File: src/rtl/obstacle_scroller_if.sv
// Game-mode input and per-slot obstacle geometry shared between the scroller
// and its consumers (collision stage, renderer).
interface obstacle_scroller_if #(
  parameter int unsigned SLOTS = 10
);
  logic [1:0]             gamemode;
  logic [SLOTS-1:0][9:0]  obstacle_x_left;
  logic [SLOTS-1:0][2:0]  obstacle_x_length;
  logic [SLOTS-1:0][8:0]  obstacle_y_up;
  logic [SLOTS-1:0][2:0]  obstacle_y_length;
  logic [SLOTS-1:0]       obstacle_active;
  logic [3:0]             scroll_speed;
  logic [15:0]            obstacles_passed;

  modport master (
    input  gamemode,
    output obstacle_x_left, obstacle_x_length, obstacle_y_up, obstacle_y_length,
           obstacle_active, scroll_speed, obstacles_passed
  );

  modport slave (
    output gamemode,
    input  obstacle_x_left, obstacle_x_length, obstacle_y_up, obstacle_y_length,
           obstacle_active, scroll_speed, obstacles_passed
  );
endinterface

File: src/rtl/obstacle_scroller.sv
// Per-frame obstacle spawner/scroller: spawns LFSR-shaped obstacles at the right
// edge, scrolls them left, retires them at x=0 and ramps scroll speed over time.
module obstacle_scroller #(
  parameter int unsigned SLOTS          = 10,
  parameter int unsigned UNIT_LENGTH    = 30,
  parameter int unsigned SPAWN_X        = 640,
  parameter int unsigned UPPER_BOUND    = 20,
  parameter int unsigned SPAWN_INTERVAL = 45,
  parameter int unsigned INIT_SPEED     = 4,
  parameter int unsigned MAX_SPEED      = 8,
  parameter int unsigned RAMP_INTERVAL  = 600,
  parameter logic [15:0] LFSR_SEED      = 16'hACE1
) (
  input  logic               clk,
  input  logic               rst,
  obstacle_scroller_if.master bus
);

  localparam int unsigned SPAWN_W = (SPAWN_INTERVAL > 1) ? $clog2(SPAWN_INTERVAL) : 1;
  localparam int unsigned RAMP_W  = (RAMP_INTERVAL > 1) ? $clog2(RAMP_INTERVAL) : 1;
  localparam logic [15:0] LFSR_TAPS = 16'hB400;

  typedef enum logic [1:0] {
    MODE_CLEAR = 2'b00,
    MODE_PLAY  = 2'b01,
    MODE_PAUSE = 2'b10,
    MODE_OVER  = 2'b11
  } mode_e;

  mode_e w_mode;

  logic [SLOTS-1:0][9:0] r_x_left,  w_x_left;
  logic [SLOTS-1:0][2:0] r_x_len,   w_x_len;
  logic [SLOTS-1:0][8:0] r_y_up,    w_y_up;
  logic [SLOTS-1:0][2:0] r_y_len,   w_y_len;
  logic [SLOTS-1:0]      r_active,  w_active;
  logic [3:0]            r_speed,   w_speed;
  logic [15:0]           r_passed,  w_passed;
  logic [SPAWN_W-1:0]    r_spawn_timer, w_spawn_timer;
  logic [RAMP_W-1:0]     r_ramp_cnt,    w_ramp_cnt;
  logic [15:0]           r_lfsr,    w_lfsr;

  logic [SLOTS-1:0]      w_retire;
  logic [15:0]           w_retire_cnt;
  logic                  w_spawn;
  logic                  w_taken;
  logic [2:0]            w_new_xlen;
  logic [2:0]            w_new_ylen;
  logic [3:0]            w_row;
  logic [8:0]            w_new_y_up;
  logic [15:0]           w_lfsr_next;

  assign w_mode = mode_e'(bus.gamemode);

  // Spawn geometry and LFSR successor derived from the current LFSR value
  always_comb begin
    w_new_ylen  = 3'd1 + 3'(r_lfsr[5:4]);
    w_new_xlen  = 3'd1 + 3'(r_lfsr[7:6]);
    w_row       = r_lfsr[3:0];
    if (5'(r_lfsr[3:0]) > (5'd14 - 5'(w_new_ylen))) begin
      w_row = r_lfsr[3:0] - 4'd8;
    end
    w_new_y_up  = 9'(UPPER_BOUND) + 9'(w_row) * 9'(UNIT_LENGTH);
    w_lfsr_next = (r_lfsr >> 1) ^ (r_lfsr[0] ? LFSR_TAPS : 16'h0000);
  end

  // Next-state: move, retire, spawn and ramp, all from pre-edge registers
  always_comb begin
    w_x_left      = r_x_left;
    w_x_len       = r_x_len;
    w_y_up        = r_y_up;
    w_y_len       = r_y_len;
    w_active      = r_active;
    w_speed       = r_speed;
    w_passed      = r_passed;
    w_spawn_timer = r_spawn_timer;
    w_ramp_cnt    = r_ramp_cnt;
    w_lfsr        = r_lfsr;
    w_retire      = '0;
    w_retire_cnt  = '0;
    w_spawn       = 1'b0;
    w_taken       = 1'b0;

    if (w_mode == MODE_PLAY) begin
      for (int i = 0; i < SLOTS; i++) begin
        if (r_active[i]) begin
          if (r_x_left[i] >= 10'(r_speed)) begin
            w_x_left[i] = r_x_left[i] - 10'(r_speed);
          end else begin
            w_retire[i] = 1'b1;
            w_active[i] = 1'b0;
            w_x_left[i] = '0;
            w_x_len[i]  = '0;
            w_y_up[i]   = '0;
            w_y_len[i]  = '0;
          end
        end
        w_retire_cnt = w_retire_cnt + 16'(w_retire[i]);
      end
      w_passed = r_passed + w_retire_cnt;

      if (r_spawn_timer == SPAWN_W'(SPAWN_INTERVAL - 1)) begin
        w_spawn_timer = '0;
        w_spawn       = 1'b1;
        w_lfsr        = w_lfsr_next;
      end else begin
        w_spawn_timer = r_spawn_timer + SPAWN_W'(1);
      end

      // Lowest-index slot free before the edge; a retiring slot was active so is skipped
      for (int i = 0; i < SLOTS; i++) begin
        if (w_spawn && !w_taken && !r_active[i]) begin
          w_taken     = 1'b1;
          w_active[i] = 1'b1;
          w_x_left[i] = 10'(SPAWN_X);
          w_x_len[i]  = w_new_xlen;
          w_y_up[i]   = w_new_y_up;
          w_y_len[i]  = w_new_ylen;
        end
      end

      if (r_ramp_cnt == RAMP_W'(RAMP_INTERVAL - 1)) begin
        w_ramp_cnt = '0;
        if (r_speed < 4'(MAX_SPEED)) begin
          w_speed = r_speed + 4'd1;
        end
      end else begin
        w_ramp_cnt = r_ramp_cnt + RAMP_W'(1);
      end
    end
  end

  // State register; clear mode behaves like reset so each game replays the same sequence
  always_ff @(posedge clk) begin
    if (rst || (w_mode == MODE_CLEAR)) begin
      r_x_left      <= '0;
      r_x_len       <= '0;
      r_y_up        <= '0;
      r_y_len       <= '0;
      r_active      <= '0;
      r_speed       <= 4'(INIT_SPEED);
      r_passed      <= '0;
      r_spawn_timer <= '0;
      r_ramp_cnt    <= '0;
      r_lfsr        <= LFSR_SEED;
    end else begin
      r_x_left      <= w_x_left;
      r_x_len       <= w_x_len;
      r_y_up        <= w_y_up;
      r_y_len       <= w_y_len;
      r_active      <= w_active;
      r_speed       <= w_speed;
      r_passed      <= w_passed;
      r_spawn_timer <= w_spawn_timer;
      r_ramp_cnt    <= w_ramp_cnt;
      r_lfsr        <= w_lfsr;
    end
  end

  assign bus.obstacle_x_left   = r_x_left;
  assign bus.obstacle_x_length = r_x_len;
  assign bus.obstacle_y_up     = r_y_up;
  assign bus.obstacle_y_length = r_y_len;
  assign bus.obstacle_active   = r_active;
  assign bus.scroll_speed      = r_speed;
  assign bus.obstacles_passed  = r_passed;

endmodule

File: src/flat_wrapper.sv
// flat-port wrapper written by rule: the top's interface ports become plain ports
module obstacle_scroller_flat 
#(
  parameter int unsigned SLOTS          = 10,
  parameter int unsigned UNIT_LENGTH    = 30,
  parameter int unsigned SPAWN_X        = 640,
  parameter int unsigned UPPER_BOUND    = 20,
  parameter int unsigned SPAWN_INTERVAL = 45,
  parameter int unsigned INIT_SPEED     = 4,
  parameter int unsigned MAX_SPEED      = 8,
  parameter int unsigned RAMP_INTERVAL  = 600,
  parameter logic [15:0] LFSR_SEED      = 16'hACE1
)
  (clk, rst, bus_gamemode, bus_obstacle_x_left, bus_obstacle_x_length, bus_obstacle_y_up, bus_obstacle_y_length, bus_obstacle_active, bus_scroll_speed, bus_obstacles_passed);
  obstacle_scroller_if #(.SLOTS(SLOTS)) bus_i ();
  input  logic clk;
  input  logic rst;
  input wire logic [$bits(bus_i.gamemode)-1:0] bus_gamemode;
  output wire logic [$bits(bus_i.obstacle_x_left)-1:0] bus_obstacle_x_left;
  output wire logic [$bits(bus_i.obstacle_x_length)-1:0] bus_obstacle_x_length;
  output wire logic [$bits(bus_i.obstacle_y_up)-1:0] bus_obstacle_y_up;
  output wire logic [$bits(bus_i.obstacle_y_length)-1:0] bus_obstacle_y_length;
  output wire logic [$bits(bus_i.obstacle_active)-1:0] bus_obstacle_active;
  output wire logic [$bits(bus_i.scroll_speed)-1:0] bus_scroll_speed;
  output wire logic [$bits(bus_i.obstacles_passed)-1:0] bus_obstacles_passed;
  assign bus_i.gamemode = bus_gamemode;
  assign bus_obstacle_x_left = bus_i.obstacle_x_left;
  assign bus_obstacle_x_length = bus_i.obstacle_x_length;
  assign bus_obstacle_y_up = bus_i.obstacle_y_up;
  assign bus_obstacle_y_length = bus_i.obstacle_y_length;
  assign bus_obstacle_active = bus_i.obstacle_active;
  assign bus_scroll_speed = bus_i.scroll_speed;
  assign bus_obstacles_passed = bus_i.obstacles_passed;
  obstacle_scroller #(.SLOTS(SLOTS), .UNIT_LENGTH(UNIT_LENGTH), .SPAWN_X(SPAWN_X), .UPPER_BOUND(UPPER_BOUND), .SPAWN_INTERVAL(SPAWN_INTERVAL), .INIT_SPEED(INIT_SPEED), .MAX_SPEED(MAX_SPEED), .RAMP_INTERVAL(RAMP_INTERVAL), .LFSR_SEED(LFSR_SEED)) u_core (.clk(clk), .rst(rst), .bus(bus_i));
endmodule
File: config.mk
export PLATFORM = sky130hd
export DESIGN_NAME = obstacle_scroller_flat
export DESIGN_NICKNAME = d
export VERILOG_FILES = /design/src/rtl/obstacle_scroller_if.sv /design/src/rtl/obstacle_scroller.sv /design/src/flat_wrapper.sv
export SDC_FILE = /design/constraint.sdc
export NUM_CORES = 1
export LEC_CHECK = 0
export ABC_AREA = 1
export CORE_MARGIN = 4
export CORE_UTILIZATION = 45
export DETAILED_ROUTE_END_ITERATION = 7
export PLACE_DENSITY = 0.76
export SKIP_LAST_GASP = 1
export SLEW_MARGIN = 20
export SYNTH_ARGS = -nofsm -noshare
export SYNTH_HDL_FRONTEND = slang
export SYNTH_SLANG_ARGS = --single-unit
File: constraint.sdc
create_clock -name clk -period 5.1 [get_ports clk]
set_input_delay 1.02 -clock clk [delete_from_list [all_inputs] [get_ports clk]]
set_output_delay 1.02 -clock clk [all_outputs]
set_load 0.1 [all_outputs]
==> metrics.cfg <==
[clocking]
clk_pin_slew_ns=0.06
clk_latency_ns=0.52
clock_sinks=302
htreeDepth=2
clk_path_buf_depth=3
cts_buffers=35
cts_root_buf=clkbuf_16
cts_tree=yes

[grt]
grt_pass1_vias=14100
grt_max_degree=74
antenna_found_initial=0
grt_first_pass_wirelength_mm=75.2
grt_overflow=0
grt_usage=0.254

[critical_path]
worstSetupEndpointType=flip-flop
worstPathArrival_ns=5.64
critical_path_required_ns=5.51
crit_type=flip-flop to flip-flop
r2r-end=u_core.bus.obstacles_passed[12]$_SDFFE_PP0P_
crit_path_max_fanout=5
critPathLaunchType=flip-flop
worstReg2RegStart=u_core.bus.scroll_speed[0]$_SDFFE_PP0P_
crit_start=u_core.bus.scroll_speed[0]$_SDFFE_PP0P_
reg2regPathDepth=27
timing.critical_path.to=u_core.bus.obstacles_passed[12]$_SDFFE_PP0P_
rrSetupSlack_ns=-0.13

[routing]
via_per_inst=5.45
routedWlPerCell_um=17.6
drt-total-wl_mm=48.2
drtPass1Iterations=6
drt_iter0_drc=1162
postRouteAntennaNets=0
vias=14900
drc=0

[pwr]
leakagePower_nw=7.86
vdd_drop_max_mv=0.206
p_per_area_nw_per_um2=268

[final_layout]
drive_gt1_frac=0.108
num_antenna_cells=0
stdcell_area_sq_um=19900
nets=2365
final_cell_count_no_fill=2735
fill_cells=2760
area_growth_pct=33.5

[synthesis]
synth_top_family_by_area=simple AND/OR/NAND/NOR gates
synthSimpleGateAreaFrac=0.247
synth.area.mux_share=0
synth_cell_types=58
yosysWarningCount=0
synth-compound-area-share=0.150
synth_top_area_share=0.406
syn_area_per_cell_sq_um=7.62
synth_area_sq_um=14900
synth_area_leaders=dfxtp_1, nand2_1, ha_1
synth_most_common_cell=nand2_1
postSynth.asyncResetShare=0
synth_xor_area_frac=0.0282
synthCells=1953
synth_flop_cell=dfxtp_1
synth-edff-count=0
synth_top_cell_by_area=dfxtp_1
synth_seq_cells=302
synthTopCellsByCount=nand2_1, dfxtp_1, inv_1
ys_seq_area_frac=0.406
synthAdderAreaFrac=0.0897

[worst_hold_path]
holdCritPathClass=flip-flop to flip-flop

[status]
outcome=finished with violations
violations=negative setup slack

[timing]
max_freq_mhz=191
setup_tns_ns=-0.206
min_period_ns=5.23
final_max_slew_viol_count=0
worst_pin_slew_ns=1.08
finClkSkew_ns=0.0252
holdWs_ns=0.460
fin_ws_ns=-0.129
hold_viol_final=0
setup_viol=2
max_slew_margin=0.276
grt_setup_unrepaired=yes
period_share=1.03

[placement]
routabilityCongestion=0.915
place_ws_ns=-0.0829
placedCellCount=2653
hpwl_mm=35.3
numPortBuffers=273
placed_cell_area_sq_um=18300

[floorplanning]
core_area_sq_um=32500
fp-row-count=66
die_h_um=190
start_util=0.457
ioPinCount=284
die_w_um=190
dieArea_sq_um=36000

[job]
maxCapViolCount=0

[registers in the layout, summed over array words and instances, names as in the netlist]
signal                        count
u_core.bus.obstacle_active       10
u_core.bus.scroll_speed           4
u_core.r_lfsr                    16
u_core.r_ramp_cnt                10
u_core.bus.obstacle_x_length     30
u_core.bus.obstacles_passed      16
u_core.bus.obstacle_y_up         80
u_core.r_spawn_timer              6
u_core.bus.obstacle_x_left      100
u_core.bus.obstacle_y_length     30
[worst max-delay path: stages (launching register included)]
cell and delay [ns]:
dfxtp_4 0.39, ha_1 0.18, inv_1 0.07, fa_2 0.40, nand3_1 0.09, nand2_1 0.09
nor2_2 0.13, nand4_1 0.12, nor2_1 0.14, ha_1 0.28, inv_2 0.08, fa_1 0.41
fa_1 0.58, fa_1 0.42, inv_1 0.07, ha_2 0.19, inv_2 0.04, fa_2 0.37
o21ai_2 0.18, nand2_1 0.08, nand2_2 0.14, nand2_4 0.09, nor2_4 0.13, nand3_2 0.10
nor2_2 0.17, nand2_1 0.06, nand2_1 0.06, nor2_1 0.05
[routing by layer]
metal,global-route usage,share of wire,vias to the layer above
met3,0.0418,0.073,136
met1,0.331,0.41,7044
li1,-,-,7088
met4,0.109,0.046,0
met5,0,0,-
met2,0.420,0.47,630
[final cells by class]
class | instances | area, sq um | share of cell area
Timing Repair Buffer | 333 | 3220 | 0.162
Clock buffer | 49 | 1030 | 0.0519
Multi-Input combinational cell | 1370 | 7880 | 0.397
Inverter | 225 | 858 | 0.0432
Clock inverter | 14 | 251 | 0.0127
Sequential cell | 302 | 6060 | 0.305
Tap cell | 442 | 553 | 0.0279
[power breakdown]
part | internal (mW) | switching [mW] | leakage (nW)
combinational | 0.0252 | 0.144 | 4.80
clock | 1.77 | 1.01 | 0.629
sequential | 2.36 | 0.00484 | 2.43
total | 4.16 | 1.16 | 7.86
[stage by stage]
step | util | power [mW]
2_1_floorplan | - | 2.55
3_3_place_gp | 0.561 | 2.58
3_5_place_dp | 0.562 | 2.58
4_1_cts | 0.603 | 5.34
5_1_grt | 0.610 | 5.46
6_report | 0.610 | 5.32
[worst min path at each step]
stage | from | to | slack (ns) | cells after the start
3_3_place_gp | u_core.bus.obstacle_x_length[11]$_SDFFE_PP0P_ | u_core.bus.obstacle_x_length[11]$_SDFFE_PP0P_ | 0.44 | 2
5_1_grt | u_core.bus.obstacle_y_up[61]$_SDFFE_PP0P_ | u_core.bus.obstacle_y_up[61]$_SDFFE_PP0P_ | 0.49 | 2
4_1_cts | u_core.bus.obstacle_y_up[34]$_SDFFE_PP0P_ | u_core.bus.obstacle_y_up[34]$_SDFFE_PP0P_ | 0.46 | 2
3_5_place_dp | u_core.bus.obstacle_y_length[11]$_SDFFE_PP0P_ | u_core.bus.obstacle_y_length[11]$_SDFFE_PP0P_ | 0.45 | 2
6_report | u_core.bus.obstacle_y_length[11]$_SDFFE_PP0P_ | u_core.bus.obstacle_y_length[11]$_SDFFE_PP0P_ | 0.46 | 2
2_1_floorplan | u_core.r_lfsr[8]$_SDFFE_PP0P_ | u_core.r_lfsr[7]$_SDFFE_PP1P_ | 0.44 | 2
[placed cells by master (no fill, tap or decap), types with 17 or more instances in the layout]
| cell | count |
|---|---|
| o21ai_0 | 124 |
| clkbuf_16 | 37 |
| nor2_1 | 164 |
| o22ai_1 | 23 |
| buf_4 | 56 |
| nand2_1 | 360 |
| dfxtp_1 | 298 |
| nor3_1 | 26 |
| nand4_1 | 22 |
| nand3_1 | 161 |
| xnor2_1 | 17 |
| ha_1 | 69 |
| a21oi_1 | 174 |
| clkdlybuf4s50_1 | 273 |
| xor2_1 | 28 |
| inv_2 | 18 |
| inv_1 | 202 |
[cells by family (layout without fill, tap and decap cells)]
group,Yosys count,count (layout)
AOI/OAI and AO/OA,399,399
xor gates and xnor gates,47,47
adders and majority gates,94,94
buffers and inverters,290,621
DFF,302,302
other,1,10
and+or+nand+nor,820,820
[timing repair]
action / in CTS / in global routing
gates resized for setup: 10 / 30
pin swaps: 4 / 31
hold buffers: 0 / 0
buffers inserted: 3 / 16
setup endpoints to repair: 2 / 26
No activity file was read; power rests on OpenSTA's default activity.
